[config.mk]
export PLATFORM = sky130hd
export DESIGN_NAME = fetch_mt
export DESIGN_NICKNAME = d
export VERILOG_FILES = /design/src/rtl/fetch_mt.sv
export SDC_FILE = /design/constraint.sdc
export NUM_CORES = 1
export LEC_CHECK = 0
export ABC_AREA = 1
export ABC_CLOCK_PERIOD_IN_PS = 8900
export CORE_ASPECT_RATIO = 2
export CORE_MARGIN = 10
export CORE_UTILIZATION = 34
export CTS_BUF_LIST = sky130_fd_sc_hd__clkbuf_4 sky130_fd_sc_hd__clkbuf_8
export CTS_CLUSTER_SIZE = 30
export DETAILED_ROUTE_END_ITERATION = 10
export GPL_ROUTABILITY_DRIVEN = 0
export PLACE_DENSITY_LB_ADDON = 0.15
export SLEW_MARGIN = 25
export SYNTH_ARGS = -nofsm -noshare
export SYNTH_HDL_FRONTEND = slang
export SYNTH_SLANG_ARGS = --single-unit
[constraint.sdc]
create_clock -name clk -period 8.9 [get_ports clk]
set_input_delay 2.67 -clock clk [delete_from_list [all_inputs] [get_ports clk]]
set_output_delay 2.67 -clock clk [all_outputs]
set_load 0.05 [all_outputs]
[src/rtl/fetch_mt.sv]
// fetch_mt: multi-thread instruction fetch stage.
//
// Keeps one program counter per hardware thread and issues one enabled
// thread per cycle in round-robin order. The issued address goes to a
// synchronous instruction memory with one cycle of read latency. The word
// that comes back is returned one cycle later, tagged with its thread id.
//
// Ports:
//   clk         clock; all state updates on the rising edge
//   rst         asynchronous active-high reset
//   core_en     per-thread enable (bit t low makes thread t ineligible)
//   stall       global hold
//   branch_en   redirect request
//   branch_tid  thread to redirect
//   branch_val  redirect target
//   fetch_addr  memory read address (combinational)
//   fetch_data  memory read data for the previous cycle's address
//   ins         fetched instruction; all-zero when ins_valid is low
//   ins_tid     thread of ins
//   ins_valid   ins is a live instruction
module fetch_mt #(
  parameter int AW = 16,
  parameter int DW = 16,
  parameter int NT = 4,
  parameter logic [AW-1:0] RESET_PC = {AW{1'b0}},
  localparam int TW = (NT > 1) ? $clog2(NT) : 1
) (
  input  logic          clk,
  input  logic          rst,
  input  logic [NT-1:0] core_en,
  input  logic          stall,
  input  logic          branch_en,
  input  logic [TW-1:0] branch_tid,
  input  logic [AW-1:0] branch_val,
  output logic [AW-1:0] fetch_addr,
  input  logic [DW-1:0] fetch_data,
  output logic [DW-1:0] ins,
  output logic [TW-1:0] ins_tid,
  output logic          ins_valid
);

  logic [AW-1:0] pc_q [NT];
  logic [AW-1:0] pc_d [NT];
  logic          iss_valid_q, iss_valid_d;
  logic [TW-1:0] iss_tid_q, iss_tid_d;
  logic [TW-1:0] last_tid_q, last_tid_d;
  logic [AW-1:0] hold_addr_q, hold_addr_d;

  logic [TW-1:0] sel_s;
  logic [TW-1:0] cand_s;
  logic          any_en_s;
  logic          issue_s;
  logic [AW-1:0] eff_sel_s;
  logic          squash_s;

  // Round-robin pick: first enabled thread after last_tid, wrapping back to
  // last_tid itself so a lone enabled thread issues every cycle.
  always_comb begin
    sel_s    = last_tid_q;
    cand_s   = last_tid_q;
    any_en_s = 1'b0;
    for (int k = 1; k <= NT; k++) begin
      cand_s = TW'((int'(last_tid_q) + k) % NT);
      if (!any_en_s && core_en[cand_s]) begin
        any_en_s = 1'b1;
        sel_s    = cand_s;
      end else begin
        any_en_s = any_en_s;
      end
    end
  end

  // Issue decision and effective PC of the selected thread; a branch on the
  // selected thread takes effect in the same cycle.
  always_comb begin
    issue_s  = ~stall & any_en_s;
    squash_s = branch_en & (branch_tid == iss_tid_q);
    if (branch_en && (branch_tid == sel_s)) begin
      eff_sel_s = branch_val;
    end else begin
      eff_sel_s = pc_q[sel_s];
    end
  end

  // Memory address: new issue, otherwise re-read the held in-flight address.
  always_comb begin
    if (rst) begin
      fetch_addr = RESET_PC;
    end else if (issue_s) begin
      fetch_addr = eff_sel_s;
    end else begin
      fetch_addr = hold_addr_q;
    end
  end

  // Next-state computation for PCs and the issue pipeline register.
  always_comb begin
    for (int t = 0; t < NT; t++) begin
      pc_d[t] = pc_q[t];
    end
    iss_valid_d = iss_valid_q;
    iss_tid_d   = iss_tid_q;
    last_tid_d  = last_tid_q;
    hold_addr_d = hold_addr_q;

    // A branch to a thread that is not issuing just retargets its PC; the
    // issuing thread's PC is overwritten below with the post-issue value.
    if (branch_en && (int'(branch_tid) < NT)) begin
      pc_d[branch_tid] = branch_val;
    end else begin
      pc_d[0] = pc_d[0];
    end

    if (stall) begin
      // Held instruction survives the stall unless squashed by a branch.
      iss_valid_d = iss_valid_q & ~squash_s;
    end else if (issue_s) begin
      pc_d[sel_s] = eff_sel_s + {{(AW-1){1'b0}}, 1'b1};
      iss_valid_d = 1'b1;
      iss_tid_d   = sel_s;
      last_tid_d  = sel_s;
      hold_addr_d = fetch_addr;
    end else begin
      iss_valid_d = 1'b0;
    end
  end

  // State registers with asynchronous reset.
  always_ff @(posedge clk or posedge rst) begin
    if (rst) begin
      for (int t = 0; t < NT; t++) begin
        pc_q[t] <= RESET_PC;
      end
      iss_valid_q <= 1'b0;
      iss_tid_q   <= {TW{1'b0}};
      last_tid_q  <= TW'(NT - 1);
      hold_addr_q <= RESET_PC;
    end else begin
      for (int t = 0; t < NT; t++) begin
        pc_q[t] <= pc_d[t];
      end
      iss_valid_q <= iss_valid_d;
      iss_tid_q   <= iss_tid_d;
      last_tid_q  <= last_tid_d;
      hold_addr_q <= hold_addr_d;
    end
  end

  // Delivery: the returning word is dropped on stall, on a disabled thread,
  // or when a branch redirects the thread it belongs to.
  always_comb begin
    ins_tid   = iss_tid_q;
    ins_valid = iss_valid_q & ~rst & ~stall & core_en[iss_tid_q] & ~squash_s;
    if (ins_valid) begin
      ins = fetch_data;
    end else begin
      ins = {DW{1'b0}};
    end
  end

endmodule

==> impl_metrics.env, run 1 <==
export IMPL_status="complete, no violations"
export IMPL_vias=5960
export IMPL_cts_sinks=85
export IMPL_hold_viol=0
export IMPL_grt_pass1_wl_um=34010
export IMPL_cts_root_buffer="clkbuf_8"
export IMPL_worstSetupStartpointType="primary input"
export IMPL_track_usage_pct=18.68
export IMPL_htree_levels=3
export IMPL_grt_pass1_vias=6122
export IMPL_nets=991
export IMPL_die_width_um=113.5
export IMPL_ys_warn_count=0
export IMPL_num_rows=68
export IMPL_antenna_found_initial=0
export IMPL_port_buffers=76
export IMPL_crit_arrival_ns=5.71
export IMPL_ys_types=35
export IMPL_ys_seq_elements=85
export IMPL_required_ns=6.23
export IMPL_core_um2=17190
export IMPL_path_clk_slew_ns=0.09
export IMPL_drtIter0Drc=341
export IMPL_start_util_pct=34.55
export IMPL_tightest_slew_ns=1.001
export IMPL_dieArea_um2=23470
export IMPL_grt_max_degree=45
export IMPL_wirelength_um=21450
export IMPL_worstSetupPathType="primary input to primary output"
export IMPL_cts_tree="yes"
export IMPL_ant_nets=0
export IMPL_fmax_mhz=119.3
export IMPL_slew_violations=0
export IMPL_postCtsResizedCells=0
export IMPL_tns_ns=0
export IMPL_endpoint_kind="primary output"
export IMPL_avgRoutedWirePerCell_um=18.44
export IMPL_routed_via_density=5.125
export IMPL_dr_pass1_iters=5
export IMPL_fin_crit_sh_pct=94.15
export IMPL_overflow=0
export IMPL_async_reset_ff_share_pct=100.0
export IMPL_cts_setup_buffers=0
export IMPL_syn_num_nets=930
export IMPL_final_common_cell="nand2_1"
export IMPL_drv_cap=0
export IMPL_syn_area_per_cell_um2=6.695
export IMPL_die_h_um=206.9
export IMPL_drc=0
export IMPL_ys_seq_area_share_pct=35.86
export IMPL_hold_class="flop to flop"
export IMPL_relSlewSlack_pct=33.22
export IMPL_setup_viol=0
export IMPL_n_antenna_cell=0
export IMPL_syn2layout_area_growth_pct=22.38
export IMPL_io_pins=77
export IMPL_layout_common_cells="nand2_1, inv_1, dfrtp_1"
export IMPL_clkLatencyLatePin_ns=0.40
export IMPL_fin_crit_ns=8.379
export IMPL_ys_flop_type="dfrtp_1"
export IMPL_cts_buffers=9
export IMPL_crit_fanout=25
export IMPL_netlist_area_um2=5938
export IMPL_grt_setup_unrepaired="no"
export IMPL_synth_edff_count=0
export IMPL_holdBufCountCts=0
export IMPL_syn_inst=887
export IMPL_place_hpwl_um=15970
export IMPL_clockBufferDepth=2
export IMPL_drive_above_1_share_pct=12.59
export IMPL_skew_ns=0.01779
## stage by stage
step	hold slack [ns]	cells	util, %	setup slack [ns]	instance area, µm²
6_report	0.4746	1163	42.28	0.5207	7267
5_1_grt	0.4915	1163	42.28	0.2239	7267
4_1_cts	0.4791	1163	42.28	0.4733	7267
3_5_place_dp	0.4560	1147	40.76	0.4884	7005
3_3_place_gp	0.4518	1147	40.75	0.4960	7003
2_1_floorplan	0.4385	887	-	0.5998	5942
## cells in the mapped netlist, types with 2 or more instances
cell | number | share of area, %
a21oi_1 | 3 | 0.25
buf_2 | 10 | 0.84
buf_4 | 3 | 0.38
buf_6 | 3 | 0.57
clkbuf_1 | 24 | 1.5
clkinv_1 | 3 | 0.19
dfrtp_1 | 83 | 35
dfstp_2 | 2 | 0.88
inv_1 | 96 | 6.1
inv_2 | 5 | 0.32
mux2i_1 | 2 | 0.34
nand2_1 | 342 | 22
nand2_2 | 19 | 2.0
nand2_4 | 10 | 1.9
nand3_1 | 66 | 5.6
nand3_2 | 2 | 0.34
nand3_4 | 2 | 0.59
nand3b_1 | 18 | 2.3
nand4_1 | 4 | 0.42
nor2_1 | 41 | 2.6
nor2_2 | 4 | 0.42
nor2_4 | 6 | 1.1
o211ai_1 | 49 | 6.2
o21ai_0 | 60 | 5.1
o21ai_1 | 16 | 1.3
o22ai_1 | 2 | 0.21
o31ai_1 | 3 | 0.38
xor2_1 | 2 | 0.30
## worst paths after layout
check	startpoint	slack, ns	depth (start not counted)	to
hold / removal	hold_addr_q[5]$_DFFE_PP0P_	0.47	2	hold_addr_q[5]$_DFFE_PP0P_
setup reg to reg	last_tid_q[0]$_DFFE_PP1P_	4.77	19	pc_q[4]$_DFF_PP0_
setup / recovery	core_en[2]	0.52	18	fetch_addr[0]
hold reg to reg	hold_addr_q[5]$_DFFE_PP0P_	0.47	2	hold_addr_q[5]$_DFFE_PP0P_
max in group asynchronous	rst	4.56	4	pc_q[38]$_DFF_PP0_
min in group asynchronous	rst	3.31	3	pc_q[50]$_DFF_PP0_
## kinds of logic (layout without fill, tap and decap cells)
kind of cell	count (synthesis)	in the layout	synth area share (%)
flip-flops	85	85	35.86
AO/OA/AOI/OAI	136	136	13.89
adder cells (fa/ha/maj)	1	1	0.2107
buffers and inverters	145	211	9.945
multiplexers	2	2	0.3371
AND/OR/NAND/NOR	515	515	39.19
XOR/XNOR	3	3	0.5690
## critical path: stages
cell	delay, ns
clkdlybuf4s50_1	0.50
nand2_2	0.10
nand2_2	0.07
nand2_2	0.10
nand2_4	0.07
nor2_4	0.12
nand3_4	0.31
nand2_4	0.38
buf_4	0.24
o21ai_0	0.09
nand2_1	0.07
nand3_1	0.07
nand2_1	0.15
inv_1	0.07
nor2_1	0.21
nand2_1	0.10
o21ai_0	0.17
buf_12	0.19
## sequential cells by signal, indices dropped and copies added, names as in the netlist
name         count
last_tid_q       2
ins_tid          2
pc_q            64
hold_addr_q     16
iss_valid_q      1
## final cells by class
type / count / area (µm²)
flip-flops and latches: 85 / 2130
multi-input cells: 657 / 3226
fillers: 1867 / 9920
inverters: 104 / 394.1
clock buffers: 9 / 123.9
repair buffers: 91 / 993.5
clock inverters: 7 / 137.6
well taps: 210 / 262.8
## per-layer routing
layer | track usage (%) | share of wire, % | vias to the layer above | routed length, µm
met5 | 0 | 0 | - | 0
met4 | 11.52 | 5.5 | 0 | 1169
met3 | 2.662 | 3.6 | 50 | 772
met2 | 35.04 | 55 | 159 | 11740
met1 | 18.79 | 36 | 2801 | 7767
li1 | - | - | 2950 | -
Power of run 1 is not shown: default switching activity piles up to over one toggle a cycle in this logic, so the estimate is an artifact.
==> run 2, diff against run 1 <==
--- a/config.mk
+++ b/config.mk
@@ -8,7 +8,7 @@
 export ABC_AREA = 1
 export ABC_CLOCK_PERIOD_IN_PS = 8900
 export CORE_ASPECT_RATIO = 2
-export CORE_MARGIN = 10
+export CORE_MARGIN = 2
 export CORE_UTILIZATION = 34
 export CTS_BUF_LIST = sky130_fd_sc_hd__clkbuf_4 sky130_fd_sc_hd__clkbuf_8
 export CTS_CLUSTER_SIZE = 30
==> impl_metrics.env, run 2 (same netlist as run 1, synthesis figures left out) <==
export IMPL_holdBufCountCts=0
export IMPL_grt_pass1_vias=5957
export IMPL_worst_slack_ns=0.5136
export IMPL_clkLatencyLatePin_ns=0.39
export IMPL_min_path_cells=2
export IMPL_endpoint_kind="primary output"
export IMPL_skew_ns=0.01369
export IMPL_cts_buffers=9
export IMPL_fillers=1853
export IMPL_r2r_end="pc_q[18]$_DFF_PP0_"
export IMPL_syn2layout_area_growth_pct=20.92
export IMPL_worstSetupStartpointType="primary input"
export IMPL_hold_viol=0
export IMPL_fmax_mhz=119.2
export IMPL_path_clk_slew_ns=0.08
export IMPL_relSlewSlack_pct=35.26
export IMPL_hold_class="flop to flop"
export IMPL_reg_largest_list="pc_q: 64 flops, hold_addr_q: 16 flops"
export IMPL_final_common_cell="nand2_1"
export IMPL_n_antenna_cell=0
export IMPL_die_width_um=97.45
export IMPL_routed_via_density=5.110
export IMPL_start_util_pct=34.55
export IMPL_place_hpwl_um=15000
export IMPL_largest_reg_flops=64
export IMPL_avgRoutedWirePerCell_um=17.83
export IMPL_layout_common_cells="nand2_1, inv_1, dfrtp_1"
export IMPL_r2r_slack_ns=4.65
export IMPL_cts_setup_buffers=0
export IMPL_fin_crit_sh_pct=94.23
export IMPL_io_pins=77
export IMPL_nets=989
export IMPL_worstSetupPathType="primary input to primary output"
export IMPL_wirelength_um=20690
export IMPL_fin_crit_ns=8.386
export IMPL_min_to="hold_addr_q[11]$_DFFE_PP0P_"
export IMPL_holdWs_ns=0.4723
export IMPL_postCtsResizedCells=0
export IMPL_crit_fanout=18
export IMPL_status="complete, no violations"
export IMPL_cts_root_buffer="clkbuf_8"
export IMPL_rr_worst_depth=14
export IMPL_slew_violations=0
export IMPL_drc=0
export IMPL_dpl_cell_area_um2=7015
export IMPL_dieArea_um2=18600
export IMPL_tns_ns=0
export IMPL_cts_tree="yes"
export IMPL_htree_levels=3
export IMPL_ant_nets=0
export IMPL_port_buffers=76
export IMPL_core_um2=17190
export IMPL_top_register="pc_q"
export IMPL_track_usage_pct=22.61
export IMPL_dr_pass1_iters=5
export IMPL_die_h_um=190.9
export IMPL_worstReg2RegStart="last_tid_q[0]$_DFFE_PP1P_"
export IMPL_crit_arrival_ns=5.72
export IMPL_grt_setup_unrepaired="no"
export IMPL_finalInstanceArea_um2=7181
export IMPL_overflow=0
export IMPL_num_rows=68
export IMPL_vias=5928
export IMPL_cts_sinks=85
export IMPL_drive_above_1_share_pct=10.53
export IMPL_dp_slack_ns=0.5186
export IMPL_tightest_slew_ns=0.9676
export IMPL_grt_max_degree=50
export IMPL_grt_pass1_wl_um=32440
export IMPL_clockBufferDepth=2
export IMPL_drtIter0Drc=329
export IMPL_antenna_found_initial=0
export IMPL_required_ns=6.23
export IMPL_drv_cap=0
export IMPL_setup_viol=0
export IMPL_min_from="hold_addr_q[11]$_DFFE_PP0P_"
## run 2: changes by cell type in the layout (fill, tap and decap cells not counted)
cell	change
clkbuf_8	+1
clkdlybuf4s50_1	+16
clkinv_2	+2
bufinv_16	-4
nor2_2	-1
nor2_1	+1
buf_4	-17
buf_12	-1
## run 2: cell type report
cell class              instances  area, µm²  share of cell area (%)
clock buffers                  10      137.6                   1.917
clock inverters                 5      27.53                  0.3833
inverters                     104      394.1                   5.489
multi-input cells             657       3223                   44.89
flip-flops and latches         85       2130                   29.66
well taps                     210      262.8                   3.659
repair buffers                 89       1006                   14.01
## run 2: worst max path at each step
stage                    start              to  slack [ns]  depth (start not counted)
detailed placement  core_en[2]  fetch_addr[13]        0.52                         18
global placement    core_en[2]  fetch_addr[13]        0.56                         18
CTS                 core_en[2]  fetch_addr[13]        0.49                         18
global route        core_en[3]   fetch_addr[4]        0.23                         17
floorplan                  rst         ins[10]        0.60                          6
finish              core_en[2]   fetch_addr[0]        0.51                         18
## run 2: metal layers
metal  vias up  share of wire (%)  track usage [%]
met5         -                  0                0
met4         0                4.2            11.38
met3        39                4.0            2.779
met2       168                 55            43.13
met1      2769                 37            24.03
li1       2952                  -                -
## run 2: critical path, cell delays in order
cell and delay (ns):
clkdlybuf4s50_1 0.57, nand2_2 0.07, nand2_2 0.09, nand2_1 0.08
nand2_2 0.11, nand3_2 0.12, nand3_2 0.11, nand2_2 0.19
nand2_1 0.13, nand2_2 0.26, nand2_4 0.35, nand3_1 0.11
nand2_1 0.16, inv_1 0.07, nor2_1 0.16, nand2_1 0.10
o21ai_0 0.17, buf_12 0.18
## run 2: per-stage QoR
| step | std cells | utilization, % |
|---|---|---|
| after floorplan | 887 | - |
| after global placement | 1145 | 40.82 |
| after detailed placement | 1145 | 40.82 |
| after CTS | 1160 | 41.78 |
| after global routing | 1160 | 41.78 |
| final | 1160 | 41.78 |
Power of run 2 is left out for the same reason.
